`src/rtl/ram_arbiter.sv`:
```
// Two-port arbiter and halfword sequencer for the shared 16-bit block RAM.
// Optional fixed-priority arbitration via `define RAM_ARB_FIXED_PRIO_EN.
module ram_arbiter #(
  parameter int unsigned ADDR_WIDTH = 32
) (
  input  logic                  clk,
  input  logic                  reset,
  input  logic                  req0,
  input  logic                  req1,
  input  logic                  we0,
  input  logic                  we1,
  input  logic                  word0,
  input  logic                  word1,
  input  logic [ADDR_WIDTH-1:0] addr0,
  input  logic [ADDR_WIDTH-1:0] addr1,
  input  logic [31:0]           wdata0,
  input  logic [31:0]           wdata1,
  output logic                  gnt0,
  output logic                  gnt1,
  output logic                  rsp_valid0,
  output logic                  rsp_valid1,
  output logic [31:0]           rsp_rdata,
  output logic                  busy,
  output logic [ADDR_WIDTH-1:0] ram_rd_addr,
  output logic [ADDR_WIDTH-1:0] ram_wr_addr,
  output logic                  ram_wr_en,
  output logic [15:0]           ram_wr_data,
  input  logic [15:0]           ram_rd_data
);

  localparam int unsigned IDX_W = ADDR_WIDTH - 1;

  typedef enum logic [1:0] {
    ST_IDLE,
    ST_LO,
    ST_HI,
    ST_FIN
  } state_e;

  state_e             state_q, state_d;
  logic               owner_q, owner_d;
  logic               we_q, we_d;
  logic               word_q, word_d;
  logic [IDX_W-1:0]   idx_q, idx_d;
  logic [31:0]        wdata_q, wdata_d;
  logic [15:0]        lo_q, lo_d;

  logic                  any_req_c;
  logic                  win_c;
  logic [ADDR_WIDTH-1:0] sel_addr_c;
  logic [IDX_W-1:0]      idx_hi_c;
  logic                  unused_addr_lsb_c;

`ifdef RAM_ARB_FIXED_PRIO_EN
  // Port 0 always wins when both request.
  always_comb begin
    win_c = ~req0;
  end
`else
  logic last_q, last_d;

  // Round-robin: on contention the port not granted last wins.
  always_comb begin
    if (req0 && req1) begin
      win_c = ~last_q;
    end else begin
      win_c = req1;
    end
  end
`endif

  assign any_req_c         = req0 | req1;
  assign sel_addr_c        = win_c ? addr1 : addr0;
  assign idx_hi_c          = idx_q + IDX_W'(1);
  assign unused_addr_lsb_c = sel_addr_c[0];
  assign busy              = (state_q != ST_IDLE);

  always_ff @(posedge clk or posedge reset) begin
    if (reset) begin
      state_q <= ST_IDLE;
      owner_q <= 1'b0;
      we_q    <= 1'b0;
      word_q  <= 1'b0;
      idx_q   <= '0;
      wdata_q <= '0;
      lo_q    <= '0;
`ifndef RAM_ARB_FIXED_PRIO_EN
      last_q  <= 1'b1;
`endif
    end else begin
      state_q <= state_d;
      owner_q <= owner_d;
      we_q    <= we_d;
      word_q  <= word_d;
      idx_q   <= idx_d;
      wdata_q <= wdata_d;
      lo_q    <= lo_d;
`ifndef RAM_ARB_FIXED_PRIO_EN
      last_q  <= last_d;
`endif
    end
  end

  // Next state, request latch and combinational RAM / handshake drives.
  always_comb begin
    state_d     = state_q;
    owner_d     = owner_q;
    we_d        = we_q;
    word_d      = word_q;
    idx_d       = idx_q;
    wdata_d     = wdata_q;
    lo_d        = lo_q;
`ifndef RAM_ARB_FIXED_PRIO_EN
    last_d      = last_q;
`endif
    gnt0        = 1'b0;
    gnt1        = 1'b0;
    rsp_valid0  = 1'b0;
    rsp_valid1  = 1'b0;
    rsp_rdata   = '0;
    ram_rd_addr = '0;
    ram_wr_addr = '0;
    ram_wr_en   = 1'b0;
    ram_wr_data = '0;

    case (state_q)
      ST_IDLE: begin
        if (any_req_c && !reset) begin
          gnt0    = ~win_c;
          gnt1    = win_c;
          owner_d = win_c;
          we_d    = win_c ? we1 : we0;
          word_d  = win_c ? word1 : word0;
          idx_d   = sel_addr_c[ADDR_WIDTH-1:1];
          wdata_d = win_c ? wdata1 : wdata0;
`ifndef RAM_ARB_FIXED_PRIO_EN
          last_d  = win_c;
`endif
          state_d = ST_LO;
        end
      end

      ST_LO: begin
        ram_rd_addr = {1'b0, idx_q};
        ram_wr_addr = {1'b0, idx_q};
        ram_wr_en   = we_q;
        if (we_q) begin
          ram_wr_data = wdata_q[15:0];
        end
        state_d = word_q ? ST_HI : ST_FIN;
      end

      ST_HI: begin
        ram_rd_addr = {1'b0, idx_hi_c};
        ram_wr_addr = {1'b0, idx_hi_c};
        ram_wr_en   = we_q;
        if (we_q) begin
          ram_wr_data = wdata_q[31:16];
        end
        // Registered RAM output now carries the low halfword.
        lo_d    = ram_rd_data;
        state_d = ST_FIN;
      end

      ST_FIN: begin
        rsp_valid0 = ~owner_q;
        rsp_valid1 = owner_q;
        if (!we_q) begin
          rsp_rdata = word_q ? {ram_rd_data, lo_q} : {16'h0000, ram_rd_data};
        end
        state_d = ST_IDLE;
      end

      default: begin
        state_d = ST_IDLE;
      end
    endcase
  end

endmodule
```
`config.mk`:
```
export PLATFORM = sky130hd
export DESIGN_NAME = ram_arbiter
export DESIGN_NICKNAME = d
export VERILOG_FILES = /design/src/rtl/ram_arbiter.sv
export SDC_FILE = /design/constraint.sdc
export NUM_CORES = 1
export LEC_CHECK = 0
export ABC_AREA = 1
export CORE_MARGIN = 5
export CORE_UTILIZATION = 35
export CTS_BUF_LIST = sky130_fd_sc_hd__clkbuf_4 sky130_fd_sc_hd__clkbuf_8 sky130_fd_sc_hd__clkbuf_16
export DETAILED_ROUTE_END_ITERATION = 10
export GPL_TIMING_DRIVEN = 0
export PLACE_DENSITY = 0.68
export SYNTH_ARGS = -nofsm -noshare
export SYNTH_HDL_FRONTEND = slang
export SYNTH_SLANG_ARGS = --single-unit
```
`constraint.sdc`:
```
create_clock -name clk -period 7.8 [get_ports clk]
set_input_delay 1.95 -clock clk [delete_from_list [all_inputs] [get_ports clk]]
set_output_delay 1.95 -clock clk [all_outputs]
set_load 0.02 [all_outputs]
```
==> flow_summary.yaml <==
outcome:
  status: "complete, no violations"
timing:
  fin_crit_sh_pct: 86.0
  fmax_mhz: 149
  min_period_ns: 6.71
  finalSetupViolCount: 0
  report.final.slew_viol_count: 0
  rsz0062_at_grt: "no"
  tightest_slew_ns: 0.815
  hold_ws_ns: 0.486
  hold_viol: 0
  setup_tns_ns: 0
  slew_headroom_pct: 45.7
  finClkSkew_ns: 0.00713
layout:
  fin_nets: 1279
  fill_cells: 1604
  syn2layout_area_growth_pct: 56.6
  drive_gt1_share_pct: 7.10
  n_antenna_cell: 0
  design_area_um2: 8900
  seq_area_um2: 2130
  multiInputGateArea_um2: 2840
setup_path:
  cp-end-kind: "output port"
  cp_cell_sequence: "clkdlybuf4s50_1, clkinv_4, o21ai_2, nor2_4, inv_2, nor2_1, buf_4, buf_4, clkdlybuf4s50_1"
  reg2reg_depth: 9
  crit_required_ns: 5.85
  worstReg2RegEnd: "idx_q[1]"
  ff2ff_setup_slack_ns: 5.77
  arrival_ns: 4.76
  rr_startpoint: "state_q[0]"
  path_delay_family: "buffers and inverters"
  startpoint: "reset"
  path_buf_inv: 6
  crit_slowest_cell: "clkdlybuf4s50_1"
  worstPathMaxFanout: 86
  crit_type: "input port to output port"
  max_stage_delay_ns: 0.63
  cp-start-kind: "input port"
clock_network:
  cts.sinks: 85
  h-tree-depth: 3
  cts_buffers: 9
  cts_resized: 0
  cts_root_buffer: "clkbuf_16"
  clkTransAtPathRegs_ns: 0.06
  clock_latency_ns: 0.36
  ctsHoldBuffers: 0
  cts_setup_buffers: 0
  cts_tree: "built"
  cts.path.max_buffers: 2
grt:
  grt.met3_usage_pct: 8.58
  grt_pass1_vias: 6454
  use_met1_pct: 30.2
  grt_usage_pct: 24.7
  grt_start_max_net_pins: 87
  grt_first_pass_wirelength_um: 35400
  grtUsageMet2_pct: 41.7
  antenna_found_initial: 0
  gr-total-overflow: 0
  top_usage_layer: "met2"
synthesis:
  synth.most_common_cell: "nand2_1"
  ys_ff_latch: 85
  synth_seq_area_share_pct: 37.4
  synthTopCellsByArea: "dfrtp_1 37%, nand2_1 21%, a21oi_1 5.6%, buf_4 5.5%, a22oi_1 5.3%"
  async_reset_ff_share_pct: 100
  synth_edf_count: 0
  synth_area_um2: 5690
  syn_inst: 845
  ys_warn_count: 0
  synth_top_area_share_pct: 37.0
  ys.flop_type: "dfrtp_1"
  synth_commonest_cells: "322 x nand2_1, 84 x dfrtp_1, 67 x inv_1, 66 x nor2_1, 64 x a21oi_1"
  yosysTopAreaCell: "dfrtp_1"
  syn_avg_cell_area_um2: 6.73
  yosysUniqueCellTypes: 28
route:
  ant_nets: 0
  vias: 6515
  initialDrtViolationCount: 400
  wirelength_um: 23300
  viasPerCell: 4.85
  drcViolationCount: 0
  routedWlPerCell_um: 17.3
  dr.pass1.iters: 5
place:
  gp_congestion: 0.925
  dp_hpwl_um: 18300
  io_buffers: 265
  dpl_cell_area_um2: 8620
worst_hold_path:
  whs_path_depth: 2
  hold-path-endpoint: "lo_q[0]"
  min_from: "lo_q[0]"
  hp-class: "flip-flop to flip-flop"
floorplanning:
  dieArea_um2: 18900
  io_pins: 270
  fp.dieH_um: 137
  initial_core_util_pct: 35.8
  die-width_um: 137
  core_um2: 15900
  rows: 46
pwr:
  power.share.clock_pct: 14.1
  switchingPower_w: 0.00139
  p_leak_nw: 3.76
  p_int_w: 0.00163
  comb_power_share_pct: 58.6
  p_per_area_nw_per_um2: 339
  netSwitchingFraction_pct: 46.2
  p_seq_share_pct: 27.3
  ir_drop_uv: 132
run:
  maxCapViolCount: 0
area by class of cell:
cell class	count	area share (%)
Multi-Input combinational cell	613	31.9
Clock inverter	4	0.351
Clock buffer	12	2.85
Timing Repair Buffer	265	29.8
Sequential cell	85	23.9
Inverter	70	3.01
Tap cell	216	3.04
Buffer	78	5.20
layer usage:
metal	share of wire [%]	up-vias
li1	-	3239
met1	40	2988
met2	48	262
met3	9.8	26
met4	1.8	0
met5	0	-
metrics by stage:
stage / power, W / cells / utilization (%) / setup WS, ns
2_1_floorplan: 0.00184 / 846 / - / 0.887
6_report: 0.00302 / 1343 / 56.0 / 1.09
3_5_place_dp: 0.00260 / 1327 / 54.3 / 0.994
5_1_grt: 0.00325 / 1343 / 56.0 / 0.757
3_3_place_gp: 0.00258 / 1327 / 54.2 / -1.40
4_1_cts: 0.00304 / 1343 / 56.0 / 0.993
worst max path at each step:
| stage | to | cells after the start |
|---|---|---|
| floorplan | gnt0 | 8 |
| global placement | gnt0 | 10 |
| detailed placement | gnt1 | 9 |
| CTS | gnt1 | 9 |
| global route | gnt1 | 9 |
| finish | gnt1 | 9 |
logic make-up after synthesis:
group	Yosys count	synth area share, %
DFF	85	37.4
and+or+nand+nor	427	29.9
AOI/OAI and AO/OA	179	18.7
adders and majority gates	5	1.10
buffers and inverters	148	12.8
other	1	0.0659
tightest hold or removal path: cells and delay by family, from the launching register on:
kind | cells | cell delay, ns
AO/OA/AOI/OAI | 1 | 0.06
flip-flops | 1 | 0.34
AND/OR/NAND/NOR | 1 | 0.05
placed cells by master (no fill, tap or decap):
| master | Yosys | layout |
|---|---|---|
| nand3b_1 | 2 | 2 |
| clkinv_4 | 0 | 3 |
| nor2_2 | 4 | 4 |
| dfrtp_1 | 84 | 84 |
| buf_1 | 1 | 1 |
| nand2_2 | 3 | 3 |
| ha_1 | 5 | 5 |
| clkbuf_8 | 0 | 1 |
| o21ai_0 | 48 | 48 |
| nand4_1 | 1 | 1 |
| clkbuf_1 | 30 | 30 |
| o211ai_1 | 26 | 26 |
| clkinv_2 | 0 | 1 |
| nor2_4 | 5 | 5 |
| buf_2 | 4 | 4 |
| nor3b_1 | 1 | 1 |
| a21oi_1 | 64 | 64 |
| inv_6 | 0 | 1 |
| and2_1 | 1 | 1 |
| nor2_1 | 66 | 66 |
| a22oi_1 | 40 | 40 |
| nor3_1 | 6 | 6 |
| o21ai_2 | 1 | 1 |
| inv_1 | 67 | 67 |
| clkbuf_4 | 0 | 2 |
| inv_2 | 2 | 2 |
| nand3_1 | 16 | 16 |
| conb_1 | 1 | 2 |
| clkbuf_16 | 0 | 9 |
| buf_6 | 1 | 1 |
| clkdlybuf4s50_1 | 0 | 265 |
| dfstp_2 | 1 | 1 |
| nand2_1 | 322 | 322 |
| buf_4 | 42 | 42 |
sequential cells by signal (all words and copies together) (netlist names):
register and flops:
wdata_q 32, word_q 1, idx_q 31, state_q 2
lo_q 16, owner_q 1, we_q 1, last_q 1
power by group through the flow:
stage	sequential [W]	combinational [W]	clock (W)
after floorplan	0.000772	0.00107	0
after global routing	0.000853	0.00194	0.000453
after CTS	0.000822	0.00178	0.000434
final	0.000826	0.00177	0.000426
after detailed placement	0.000827	0.00177	0
after global placement	0.000825	0.00175	0
(Power assumes the default switching activity.)
